**src/rtl/ysyx_24080006_id_buffer.sv**
```systemverilog
`default_nettype none
// ============================================================================
// Module      : ysyx_24080006_id_buffer
// Description : ID->EX elastic buffer. Circular FIFO with registered outputs,
//               flush/hold control and a saturating upstream-stall counter.
// Revision    : 1.0 - initial release
// ============================================================================
module ysyx_24080006_id_buffer #(
    parameter int DW         = 96,
    parameter int DEPTH      = 2,
    parameter int BYPASS_POP = 1
) (
    input  logic                           clock,
    input  logic                           reset,
    input  logic                           flush,
    input  logic                           hold,
    input  logic                           in_valid,
    output logic                           in_ready,
    input  logic [DW-1:0]                  in_data,
    output logic                           out_valid,
    input  logic                           out_ready,
    output logic [DW-1:0]                  out_data,
    output logic [$clog2(DEPTH+1)-1:0]     count,
    output logic [31:0]                    stall_cnt
);

    localparam int                CW       = $clog2(DEPTH + 1);
    localparam int                PW       = (DEPTH > 1) ? $clog2(DEPTH) : 1;
    localparam logic [CW-1:0]     C_FULL   = CW'(DEPTH);
    localparam logic [PW-1:0]     C_LAST   = PW'(DEPTH - 1);
    localparam bit                C_BYPASS = (BYPASS_POP != 0);

    logic [DW-1:0] r_mem [DEPTH];
    logic [PW-1:0] r_wr_ptr;
    logic [PW-1:0] r_rd_ptr;
    logic [CW-1:0] r_count;
    logic [31:0]   r_stall_cnt;

    logic w_full;
    logic w_empty;
    logic w_push;
    logic w_pop;
    logic w_stall;

    function automatic logic [PW-1:0] f_next_ptr(input logic [PW-1:0] ptr);
        return (ptr == C_LAST) ? '0 : ptr + 1'b1;
    endfunction

    assign w_full    = (r_count == C_FULL);
    assign w_empty   = (r_count == '0);

    // Readiness depends only on state and downstream controls, never on in_valid/in_data.
    assign out_valid = !w_empty && !flush;
    assign in_ready  = !hold && !flush && reset &&
                       (!w_full || (C_BYPASS && out_ready && w_full));

    assign w_push    = in_valid && in_ready;
    assign w_pop     = out_valid && out_ready;
    assign w_stall   = in_valid && !in_ready;

    assign out_data  = r_mem[r_rd_ptr];
    assign count     = r_count;
    assign stall_cnt = r_stall_cnt;

    always_ff @(posedge clock or negedge reset) begin
        if (!reset) begin
            r_wr_ptr <= '0;
            r_rd_ptr <= '0;
            r_count  <= '0;
        end else if (flush) begin
            r_wr_ptr <= '0;
            r_rd_ptr <= '0;
            r_count  <= '0;
        end else begin
            if (w_push) begin
                r_wr_ptr <= f_next_ptr(r_wr_ptr);
            end
            if (w_pop) begin
                r_rd_ptr <= f_next_ptr(r_rd_ptr);
            end
            case ({w_push, w_pop})
                2'b10:   r_count <= r_count + 1'b1;
                2'b01:   r_count <= r_count - 1'b1;
                default: r_count <= r_count;
            endcase
        end
    end

    // Payload storage carries no reset; a full-buffer bypass lands in the slot the pop frees.
    always_ff @(posedge clock) begin
        if (w_push) begin
            r_mem[r_wr_ptr] <= in_data;
        end
    end

    always_ff @(posedge clock or negedge reset) begin
        if (!reset) begin
            r_stall_cnt <= '0;
        end else if (w_stall && (r_stall_cnt != 32'hFFFF_FFFF)) begin
            r_stall_cnt <= r_stall_cnt + 32'd1;
        end
    end

endmodule
`default_nettype wire

```
**config.mk**
```make
export PLATFORM = sky130hd
export DESIGN_NAME = ysyx_24080006_id_buffer
export DESIGN_NICKNAME = d
export VERILOG_FILES = /design/src/rtl/ysyx_24080006_id_buffer.sv
export SDC_FILE = /design/constraint.sdc
export NUM_CORES = 1
export LEC_CHECK = 0
export CORE_ASPECT_RATIO = 0.7
export CORE_UTILIZATION = 48
export DETAILED_ROUTE_END_ITERATION = 10
export GPL_TIMING_DRIVEN = 0
export PLACE_DENSITY = 0.79
export SLEW_MARGIN = 10
export SYNTH_ARGS = -nofsm -noshare
export SYNTH_HDL_FRONTEND = slang
export SYNTH_SLANG_ARGS = --single-unit
```
**constraint.sdc**
```tcl
create_clock -name clock -period 6.6 [get_ports clock]
set_clock_uncertainty 0.2 [all_clocks]
set_input_delay 1.32 -clock clock [delete_from_list [all_inputs] [get_ports clock]]
set_output_delay 1.32 -clock clock [all_outputs]
set_load 0.005 [all_outputs]
```
== After elaboration in Yosys (flattened, before gate mapping) ==
Memories as Yosys holds them, arrays and structs flattened.
Index checks and enable logic that the tools add are counted.

* Output and inout bits: 132
* Bits in registers: 36
* Memory bits (writable): 192
* Logic and storage cells: 43
* Memories kept: 1
* Bits of input ports: 102

* Reduce and logical (&&, ||, !) cells: 19
* Equality and inequality tests: 4
* Add/sub/neg operators: 5
* Multiplexer cells: 10

{| class="wikitable"
|+ Memories
! name !! depth !! bits a word !! read ports !! clocked after Yosys merged registers in !! wr ports !! RTL line !! source
|-
| r_mem || 2 || 96 || 1 || 0 || 1 || 33 || <nowiki>logic [DW-1:0] r_mem [DEPTH];</nowiki>
|}

{| class="wikitable"
|+ Operators by type and width
! kind !! number
|-
| 32-bit by 1-bit adder with 32-bit output (second input constant) || 1
|-
| 32-bit inequality test (second input constant) || 1
|-
| 1-bit logical AND || 9
|-
| 1-bit two-way mux || 8
|-
| 1-bit logical NOT || 5
|-
| 2-bit == test (second input constant) || 2
|-
| 2-bit one-hot mux with 2 select lines || 1
|-
| 2-bit nonzero test || 2
|-
| 3-bit nonzero test || 1
|-
| 1-bit adder (second input constant) || 2
|-
| 2-bit by 1-bit adder with 2-bit output (second input constant) || 1
|-
| 2-bit by 1-bit == test with 1-bit output (second input constant) || 1
|-
| 2-bit logical NOT || 1
|-
| 2-bit two-way mux || 1
|-
| 2-bit by 1-bit subtractor with 2-bit output (second input constant) || 1
|-
| 1-bit logical OR || 1
|}

== Depth between registers and ports, before layout ==
* Word-level depth: 8
* Gate-level depth with buffers: 7
* Mapped depth without buffers: 6

== Least setup slack after synthesis ==
OpenSTA, ideal clock, no wires.

* Kind: input-to-reg
* From: in flush
* To: mem r_mem[0][0] (enable)
* Setup time: 0.552 ns
* Data arrival time: 6.093 ns
* Path buffers: 0
* Required time: 5.848 ns
* Setup slack: -0.245 ns
* Stages: 4
* Cell sequence: or3b_1 > nor2_1 > nand2_1 > nor2_1

* Word-level cells in the longest chain between the ends: 7

{| class="wikitable"
|+ RTL lines
! element !! RTL line !! source
|-
| start: declaration || 15 || <nowiki>input logic flush,</nowiki>
|-
| 1-bit logical NOT || 54 || <nowiki>assign in_ready = !hold && !flush && reset &&</nowiki>
|-
| 1-bit logical AND (3 in series) || 54 ||
|-
| named net in_ready || 18 || <nowiki>output logic in_ready,</nowiki>
|-
| 1-bit logical AND || 57 || <nowiki>assign w_push = in_valid && in_ready;</nowiki>
|-
| 1-bit two-way mux || 91 || <nowiki>if (w_push) begin</nowiki>
|-
| 1-bit two-way mux (implied by the code) || 92 || <nowiki>r_mem[r_wr_ptr] <= in_data;</nowiki>
|-
| end: declaration || 33 ||
|}

The timed path passes the listed nets, and every way through them passes these cells.

== Worst setup path after layout ==
* From: in reset
* To: out in_ready

* Word-level cells in the longest chain between the ends: 2

{| class="wikitable"
|+ RTL lines
! element !! RTL line !! source
|-
| start: declaration || 14 || <nowiki>input logic reset,</nowiki>
|-
| 1-bit logical AND (2 in series) || 54 ||
|-
| end: declaration || 18 ||
|}

No other way between the ends.

==> metrics.txt <==
worst-path fanout max=37; Fin Setup TNS=0 ns; share of layout cells above drive strength 1=a little under a fifth; Die Ht=115 um; die width=163 um; nets@finish=845; routed wl met3=~1500 um; # H-tree levels=1; share of the synthesized area in the top cell type=about two thirds; hpwl dp=~13,000 um; TritonCTS clock tree=yes; most frequent cells in the layout=clkdlybuf4s50_1, edfxtp_1, mux2_2, dfrtp_1, clkbuf_16; max_cap viols=0; synth top area cells=edfxtp_1, mux2_2, dfrtp_1; pin count of the biggest net entering global routing=38; area of the multi-input gates=2010 um^2; routed via count=roughly 5,100; Yosys cell types=40; crit path DAT=3.12 ns; fmax=216 MHz; Top FF cell, synth=edfxtp_1; Final setup viols=0; fin area=about 12,000 um^2; uppermost layer routed=met4; worst-margin pin slew=0.825 ns; worst skew pair latency=0.48 ns; final wirelength=19,100 um; syn avg cell area=18.2 um^2; worst relative slew slack=45.0%; Clk pwr share=37.7%; hold crit path type=reg2reg; unrepaired setup endpoints after global routing=false; P per Cell Area=~250 nW/um^2; DRT met1 WL=8110 um; Sequential cell area=~6700 um^2; Final Hold Fails=0; commonest non-fill, non-tap cell in the layout=clkdlybuf4s50_1; clock edge transition at the registers on the reported setup and hold paths=~0.060 ns; Placed Cells=949; CP required=5.08 ns; Non-Filler Instances=985; Final ANT Viol Nets=0; Mapped Area=8740 um^2; postcts setup bufs=0; Setup CP Type=in2out; post-synth top area cell=edfxtp_1; core box area=17,500 um^2; Total GRT Usage=slightly below 20%; post-synthesis cell count=479; Rows=40; DRC=0; CTS hold repair buffers=0; Seq/Total Area, Yosys=around 76%; period utilisation layout=between 70% and 80%; Syn Nets=582; initial core utilization=approximately 50%; total congestion overflow=0; First DRT Iteration DRCs=421; IO Count=approximately 230; PostCTS Resize Cnt=0; switching share of power=between 20% and 30%; area delta synth->final=39.0%; Leak=4.15 nW; register share of total power=54.6%; Inserted Diodes=0; wire length on met2=9130 um; wire per inst=19.4 um; Root Buffer Master=clkbuf_16; VDD IR-drop max=0.000168 V; PortBufs=233; Via density=between 5 and 6; Switch Pwr=604 uW; placer congestion estimate=around 0.84; Slew Limit Fails=0; Pwr Total=3.00 mW; async set-reset flop share out of synthesis=15.8%; Synthesis Warnings=0; first-pass GRT wire length=28,400 um; Final Critical Period=between 4 and 5 ns; share of power burned in combinational logic=between 7 and 8%; Critical Path Start Type=primary input; number of synthesized flops with an enable pin=192; Sink Count=228; fill count=1,144; number of global-route vias before repair=5,211; worst-case clock buffer depth=3; Num CTS Buffers=22; internal power=2.40 mW; CP endpoint kind=primary output; DIE AREA=18,800 um^2; Pre-Repair DR Iteration Count=5; area of placed instances=11,500 um^2; post-synthesis register bit count=228; status=completed; antenna violations before repair=0
-- flip-flops by register name, indices dropped and copies added (netlist names) --
register / flops
r_rd_ptr: 1
r_mem: 192
count: 2
r_wr_ptr: 1
stall_cnt: 32
-- cell usage after synthesis (4+ instances only) --
cell type / n
mux2_2: 96
nand3_1: 14
nand4_1: 12
and4_1: 7
inv_1: 4
clkbuf_1: 10
edfxtp_1: 192
and3_1: 4
xor2_1: 10
xnor2_1: 21
nor2_1: 21
nand2_1: 15
dfrtp_1: 36
-- kinds of logic after synthesis --
family | after synthesis | share of synthesized area [%]
flops | 228 | 76.3
mux | 97 | 12.5
simple gates | 91 | 5.90
xor+xnor | 31 | 3.11
buf+inv | 18 | 0.873
compound gates | 13 | 1.19
fa+ha+maj | 1 | 0.143
-- power by group through the flow --
stage	registers, mW	clock network, mW	logic [mW]
2_1_floorplan	1.66	0	0.0668
3_3_place_gp	1.67	0	0.220
3_5_place_dp	1.67	0	0.231
4_1_cts	1.64	1.16	0.234
5_1_grt	1.64	1.21	0.248
6_report	1.64	1.13	0.231
-- per-stage QoR --
step           utilization, %  worst slack, ns  hold WS (ns)
2_1_floorplan               -           -0.245         0.277
3_3_place_gp             65.0            -4.13         0.276
3_5_place_dp             65.9             1.90         0.282
4_1_cts                  69.5             1.88         0.297
5_1_grt                  69.5             1.75         0.314
6_report                 69.5             1.96         0.298
-- routing by layer --
layer	global-route usage, %	up-vias
li1	-	2372
met1	26.6	2521
met2	33.6	214
met3	4.58	24
met4	3.80	0
met5	0	-
-- area by class of cell --
cell class                 instances  share of cell area (%)
tap                              231                    2.38
buffer                            14                   0.505
sequential                       228                    54.9
inverter                           4                   0.124
clock inverter                     2                   0.103
clock buffer                      34                    5.16
timing repair buffer             239                    20.3
multi-input combinational        233                    16.6
-- worst paths after layout --
path / start / end / slack [ns] / depth (start not counted)
setup / recovery: reset / in_ready / 1.96 / 4
hold / removal: stall_cnt[15] / stall_cnt[15] / 0.30 / 1
setup reg to reg: count[1] / r_mem[1][63] / 3.97 / 6
hold reg to reg: stall_cnt[15] / stall_cnt[15] / 0.30 / 1
max in group asynchronous: reset / stall_cnt[21] / 4.94 / 1
min in group asynchronous: reset / stall_cnt[3] / 0.73 / 1
-- worst max-delay path, cell delays in order --
cell and delay (ns):
buf_2 0.63, or3b_1 0.47, nor2_1 0.17, clkdlybuf4s50_1 0.53
Note: power is estimated with default switching activity, not from simulation.
